## src/rtl/fold_pkg.sv

```systemverilog
// fold_pkg: shared definitions for the 3-folded IIR sequencer.
//   W       - default sample/result width
//   phase_t - 2-bit fold phase selector, PH0..PH2
//   state_t - sequencer states IDLE, P0, P1, P2
package fold_pkg;

  localparam int W = 20;

  typedef logic [1:0] phase_t;
  localparam phase_t PH0 = 2'd0;
  localparam phase_t PH1 = 2'd1;
  localparam phase_t PH2 = 2'd2;

  typedef enum logic [1:0] {
    IDLE = 2'd0,
    P0   = 2'd1,
    P1   = 2'd2,
    P2   = 2'd3
  } state_t;

endpackage

```

## src/rtl/fold_tag_pipe.sv

```systemverilog
// fold_tag_pipe: LAT-deep 1-bit shift register that follows each issued
// sample through the fixed datapath latency.
//   clk, rst_n - clock, asynchronous active-low reset
//   tag_i      - new tag entering stage 0 (high on a phase-2 cycle)
//   tag_o      - last stage; high in the cycle dp_y is valid
//   any_o      - OR of all stages, i.e. a result is still in flight
module fold_tag_pipe #(
  parameter int LAT = 3
) (
  input  logic clk,
  input  logic rst_n,
  input  logic tag_i,
  output logic tag_o,
  output logic any_o
);

  logic [LAT-1:0] tag_q;
  logic [LAT-1:0] tag_d;

  // LAT == 1 needs its own branch: the general shift would slice [-1:0].
  generate
    if (LAT == 1) begin : g_single
      assign tag_d = tag_i;
    end else begin : g_shift
      assign tag_d = {tag_q[LAT-2:0], tag_i};
    end
  endgenerate

  always_ff @(posedge clk or negedge rst_n) begin
    if (!rst_n) begin
      tag_q <= '0;
    end else begin
      tag_q <= tag_d;
    end
  end

  assign tag_o = tag_q[LAT-1];
  assign any_o = |tag_q;

endmodule

```

## src/rtl/fold3_scheduler.sv

```systemverilog
// fold3_scheduler: sequencer for the 3-folded IIR datapath.
// Buffers one input sample, walks the shared datapath through phases 0..2
// per sample, and registers dp_y LAT cycles after each phase-2 cycle.
//   clk, rst_n         - clock, asynchronous active-low reset
//   en                 - run enable (does not abort an iteration in progress)
//   in_valid/in_data   - sample offer; in_ready = holding buffer empty
//   dp_x/dp_phase/dp_en- datapath controls; dp_y - datapath result
//   y_data/y_valid     - registered result and its one-cycle strobe
//   busy               - sequencing or a result still in flight
//   sample_cnt         - results emitted, wrapping
module fold3_scheduler #(
  parameter int W     = fold_pkg::W,
  parameter int LAT   = 3,
  parameter int CNT_W = 16
) (
  input  logic             clk,
  input  logic             rst_n,
  input  logic             en,
  input  logic             in_valid,
  input  logic [W-1:0]     in_data,
  output logic             in_ready,
  output logic [W-1:0]     dp_x,
  output logic [1:0]       dp_phase,
  output logic             dp_en,
  input  logic [W-1:0]     dp_y,
  output logic [W-1:0]     y_data,
  output logic             y_valid,
  output logic             busy,
  output logic [CNT_W-1:0] sample_cnt
);

  fold_pkg::state_t state_q, state_d;
  logic             buf_full_q;
  logic [W-1:0]     buf_q;
  logic [W-1:0]     dp_x_q;
  logic [W-1:0]     y_data_q;
  logic             y_valid_q;
  logic [CNT_W-1:0] cnt_q;

  logic accept;
  logic consume;
  logic tag_last;
  logic tag_any;

  // in_ready is low whenever the buffer is full, so accept and consume
  // can never fall on the same edge.
  assign accept  = in_valid & ~buf_full_q;
  assign consume = (state_d == fold_pkg::P0);

  always_comb begin
    state_d = state_q;
    unique case (state_q)
      fold_pkg::IDLE: if (buf_full_q && en) state_d = fold_pkg::P0;
      fold_pkg::P0:   state_d = fold_pkg::P1;
      fold_pkg::P1:   state_d = fold_pkg::P2;
      fold_pkg::P2:   state_d = (buf_full_q && en) ? fold_pkg::P0 : fold_pkg::IDLE;
      default:        state_d = fold_pkg::IDLE;
    endcase
  end

  always_ff @(posedge clk or negedge rst_n) begin
    if (!rst_n) begin
      state_q    <= fold_pkg::IDLE;
      buf_full_q <= 1'b0;
      buf_q      <= '0;
      dp_x_q     <= '0;
    end else begin
      state_q <= state_d;
      if (accept) begin
        buf_q      <= in_data;
        buf_full_q <= 1'b1;
      end else if (consume) begin
        buf_full_q <= 1'b0;
      end
      if (consume) begin
        dp_x_q <= buf_q;
      end
    end
  end

  fold_tag_pipe #(
    .LAT (LAT)
  ) u_tag_pipe (
    .clk   (clk),
    .rst_n (rst_n),
    .tag_i (state_q == fold_pkg::P2),
    .tag_o (tag_last),
    .any_o (tag_any)
  );

  always_ff @(posedge clk or negedge rst_n) begin
    if (!rst_n) begin
      y_data_q  <= '0;
      y_valid_q <= 1'b0;
      cnt_q     <= '0;
    end else begin
      y_valid_q <= tag_last;
      if (tag_last) begin
        y_data_q <= dp_y;
        cnt_q    <= cnt_q + 1'b1;
      end
    end
  end

  always_comb begin
    dp_phase = fold_pkg::PH0;
    unique case (state_q)
      fold_pkg::P1: dp_phase = fold_pkg::PH1;
      fold_pkg::P2: dp_phase = fold_pkg::PH2;
      default:      dp_phase = fold_pkg::PH0;
    endcase
  end

  assign in_ready   = ~buf_full_q;
  assign dp_en      = (state_q != fold_pkg::IDLE);
  assign dp_x       = dp_x_q;
  assign y_data     = y_data_q;
  assign y_valid    = y_valid_q;
  assign busy       = (state_q != fold_pkg::IDLE) | tag_any;
  assign sample_cnt = cnt_q;

endmodule

```

## config.mk

```make
export PLATFORM = sky130hd
export DESIGN_NAME = fold3_scheduler
export DESIGN_NICKNAME = d
export VERILOG_FILES = /design/src/rtl/fold_pkg.sv /design/src/rtl/fold_tag_pipe.sv /design/src/rtl/fold3_scheduler.sv
export SDC_FILE = /design/constraint.sdc
export NUM_CORES = 1
export LEC_CHECK = 0
export ABC_CLOCK_PERIOD_IN_PS = 1800
export BUFFER_PORTS_ARGS = -buffer_cell sky130_fd_sc_hd__buf_2
export CORE_MARGIN = 2
export CORE_UTILIZATION = 25
export DETAILED_ROUTE_END_ITERATION = 10
export SLEW_MARGIN = 0
export SYNTH_ARGS = -nofsm -noshare
export SYNTH_HDL_FRONTEND = slang
export SYNTH_SLANG_ARGS = --single-unit
export TNS_END_PERCENT = 30
```

## constraint.sdc

```tcl
create_clock -name clk -period 1.8 [get_ports clk]
set_clock_uncertainty 0.05 [all_clocks]
set_input_delay 0.36 -clock clk [delete_from_list [all_inputs] [get_ports clk]]
set_output_delay 0.36 -clock clk [all_outputs]
set_load 0.02 [all_outputs]
```

# Word level (Yosys, flattened, before mapping)

Cells that the tools add are included.

Add/subtract/negate cells: 1
Equality and inequality tests: 4
Multiplexer cells: 6
Bitwise gates (word level): 3
Reductions and logical operators: 5

Operators with widths:

| cell                  | count |
|---|---|
| $add 16x1->16 const B | 1 |
| $pmux 2 s4            | 1 |
| $eq 2x1->1 const B    | 2 |
| $eq 2x2->1 const B    | 2 |
| $pmux 2 s2            | 1 |
| $reduce_bool 2->1     | 2 |
| $mux 1                | 3 |
| $reduce_or 3->1       | 1 |
| $logic_not 2->1       | 1 |
| $mux 2                | 1 |
| $and 1x1->1           | 1 |
| $logic_and 1x1->1     | 1 |
| $not 1->1             | 1 |
| $or 1x1->1            | 1 |

Flip-flop bits (word level): 83
Input port bits: 44

# Depth between registers and ports, before layout

Depth after elaboration: 6
Depth in mapped cells: 6

# Hierarchy

From an unflattened synthesis, not the netlist that was laid out.

Cells, all modules: 208
Area total of the unflattened synthesis: 3296.9 µm²

By module, submodules not included:

| module          | instances | cells an instance | area each (µm²) | sequential area each (µm²) |
|---|---|---|---|---|
| fold3_scheduler | 1         | 204               | 3215.6          | 2001.9 |
| fold_tag_pipe   | 1         | 4                 | 81.3            | 75.1 |

# Worst setup path after synthesis

OpenSTA, ideal clock, no wires.

Kind: reg-to-output
Start point: reg state_q[0]
End point: out busy
Arrival: 1.386 ns
Required time: 1.390 ns
Slack: 0.004 ns
Cell stages (with the launch flop): 5
Path buffers: 0
Cells stage by stage: dfrtp_1 > inv_1 > ha_1 > inv_1 > or4_1

Word-level cells in the longest chain between the ends: 2

Ends and longest elaborated chain:

| item                     | line                   | text |
|---|---|---|
| start: declaration       | fold3_scheduler.sv:32  | `fold_pkg::state_t state_q, state_d;` |
| start signal: assignment | fold3_scheduler.sv:63  | `state_q <= fold_pkg::IDLE;` |
| start signal: assignment | fold3_scheduler.sv:68  | `state_q <= state_d;` |
| $reduce_bool 2->1        | -                      |  |
| net dp_en                | fold3_scheduler.sv:24  | `output logic dp_en,` |
| $or 1x1->1               | fold3_scheduler.sv:119 | `assign busy = (state_q != fold_pkg::IDLE) \| tag_any;` |
| end: declaration         | fold3_scheduler.sv:28  | `output logic busy,` |

The timed path passes the listed nets, and every way through them passes these cells.

# Worst setup path after layout

Start point: reg state_q[0]
End point: out busy

Word-level cells in the longest chain between the ends: 2

Ends and longest elaborated chain:

| item              | line |
|---|---|
| $reduce_bool 2->1 | fold3_scheduler.sv:119 |
| $or 1x1->1        | fold3_scheduler.sv:119 |

No other way between the ends.

==> impl_metrics.tcl <==
set metrics [dict create \
    ys_seq_area_frac 0.626 \
    p_comb_frac 0.453 \
    core_um2 13100 \
    tns_ns -0.583 \
    gp_congestion 0.720 \
    multi_input_area_um2 1240 \
    ys_ff_latch 83 \
    mostFrequentLayoutCell "buf_2" \
    rsz0062_at_grt "yes" \
    peakVddDrop_mv 0.727 \
    layout_common_cells "buf_2 (102), dfrtp_1 (83), mux2_2 (41)" \
    post-route-min-period_ns 2.03 \
    initial_core_util 0.254 \
    cts.sinks 83 \
    drive_gt1_frac 0.619 \
    ant_nets 0 \
    io_buffers 105 \
    powerDensity_nw_per_um2 2020 \
    seq_area_um2 2080 \
    clk_pin_slew_ns 0.06 \
    hold_violations 0 \
    p_leak_nw 2.20 \
    p_int_mw 6.05 \
    period_share 1.13 \
    antenna_found_initial 1 \
    power.share.clock 0.196 \
    drv_cap 0 \
    synth_warnings 0 \
    placed_area_um2 4120 \
    fp.dieW_um 119 \
    syn_area_um2 3320 \
    area_delta_synth_final_pct 37.8 \
    wirelength_um 6750 \
    track_usage 0.0985 \
    hold_class "in -> reg" \
    synth_cells 212 \
    report.final.slew_viol_count 0 \
    clock_path_buffers 2 \
    placementRows 42 \
    root_buffer "clkbuf_16" \
    fp.dieH_um 119 \
    ios 106 \
    cts_buffers 9 \
    fmax_mhz 493 \
    fin_nets 385 \
    drt_iter0_markers 50 \
    power.share.sequential 0.352 \
    place_ws_ns -0.0277 \
    hpwl_um 4690 \
    crit_required_ns 1.39 \
    setup_violations 20 \
    cp-end-kind "output port" \
    synth_flop_cell "dfrtp_1" \
    wl_per_cell_um 13.0 \
    worst_slew_pin_slew_ns 0.435 \
    syn_nets 261 \
    violations "negative setup slack" \
    dieArea_um2 14200 \
    cts_tree "done" \
    slew_headroom 0.710 \
    power.switching_mw 3.17 \
    fin_ws_ns -0.229 \
    dp_cells 494 \
    worstPathArrival_ns 1.62 \
    drc 0 \
    p_sw_frac 0.344 \
    crit_fanout 2 \
    synth-edff-count 0 \
    stdcell_count 518 \
    cts.htree.levels 3 \
    crit_type "reg -> out" \
    final_util 0.350 \
    vias_per_cell 4.08 \
    clk_latency_ns 0.33 \
    grt_pass1_wl_um 10800 \
    stdcell_area_um2 4570 \
    syn_area_per_cell_um2 15.7 \
    synth_async_sr_flop_share 1.00 \
    dr.pass1.iters 3 \
    grt_pass1_vias 2157 \
    synth.distinct_cells 26 \
    gr-total-overflow 0 \
    outcome "finished, violations left" \
    fillCellCount 1271 \
    grt_max_degree 80 \
    vias 2111 \
    cp-start-kind "flip-flop" \
]
==> worst paths after layout <==
kind | startpoint | end | slack (ns) | cells past startpoint
max | state_q[0] | busy | -0.23 | 5
min | in_data[14] | buf_q[14] | 0.21 | 2
max reg2reg | state_q[0] | dp_x[11] | -0.04 | 7
min reg2reg | u_tag_pipe.tag_q[1] | u_tag_pipe.tag_q[2] | 0.33 | 0
max in group asynchronous | rst_n | buf_full_q | 0.76 | 3
min in group asynchronous | rst_n | sample_cnt[11] | 0.33 | 2
==> routing by layer <==
layer  part of all wire  wire length, um  GRT usage
met2               0.47             3200      0.152
met4             0.0099               67     0.0290
met5                  0                0          0
met1               0.44             2940      0.121
met3              0.080              542     0.0493
==> state kept, by name (all words and copies together), names as in the netlist <==
| register | cells |
|---|---|
| y_valid | 1 |
| sample_cnt | 16 |
| dp_x | 20 |
| buf_full_q | 1 |
| y_data | 20 |
| state_q | 2 |
| buf_q | 20 |
| u_tag_pipe.tag_q | 3 |
==> kinds of logic (layout without fill, tap and decap cells) <==
family,Yosys count,count (layout),share of synthesized area
flops,83,83,0.626
mux,61,61,0.228
simple gates,33,33,0.0550
xor+xnor,15,15,0.0396
buf+inv,12,141,0.0211
fa+ha+maj,5,5,0.0188
compound gates,3,3,0.0113
other cells,0,1,0
==> power by group through the flow <==
stage,registers [mW],logic (mW),clock network [mW]
floorplan,3.83,2.07,0
finish,3.24,4.17,1.81
global route,3.36,4.45,1.97
CTS,3.25,4.05,1.88
global placement,3.23,3.72,0
detailed placement,3.27,3.83,0
==> through the flow <==
| stage | hold WS (ns) | power, mW |
|---|---|---|
| final | 0.208 | 9.22 |
| after floorplan | 0.0144 | 5.90 |
| after CTS | 0.188 | 9.18 |
| after detailed placement | 0.121 | 7.10 |
| after global routing | 0.188 | 9.79 |
| after global placement | 0.119 | 6.95 |
==> what timing repair did <==
action / in CTS / in global routing
pin swaps: 4 / 2
setup buffers: 5 / 0
hold buffers: 1 / 0
hold endpoints to repair: 4 / 0
cloned: 0 / 1
setup endpoints to repair: 21 / 23
gates resized for setup: 14 / 6
==> final cells by class <==
type / instances / share of cell area
Multi-Input combinational cell: 117 / 0.272
Inverter: 4 / 0.00328
Timing Repair Buffer: 121 / 0.158
Clock buffer: 11 / 0.0531
Tap cell: 176 / 0.0481
Sequential cell: 83 / 0.454
Clock inverter: 5 / 0.0115
Antenna cell: 1 / 0.000547
==> Yosys cell counts, types with 3 or more instances <==
cell type / number / area (um^2)
inv_1: 4 / 15.0
and3_1: 3 / 18.8
xor2_1: 8 / 70.1
mux2_4: 19 / 285
dfrtp_1: 83 / 2080
mux2_2: 42 / 473
nand4_1: 3 / 18.8
buf_2: 5 / 25.0
ha_1: 5 / 62.6
nor2_1: 5 / 18.8
xnor2_1: 7 / 61.3
nand2_1: 11 / 41.3
==> worst max-delay path, cell delays in order, from the launching register on <==
cell     delay, ns
dfrtp_1       0.39
inv_2         0.09
ha_4          0.13
inv_2         0.03
or4_4         0.51
buf_6         0.15
No activity file was read; power rests on OpenSTA's default activity.
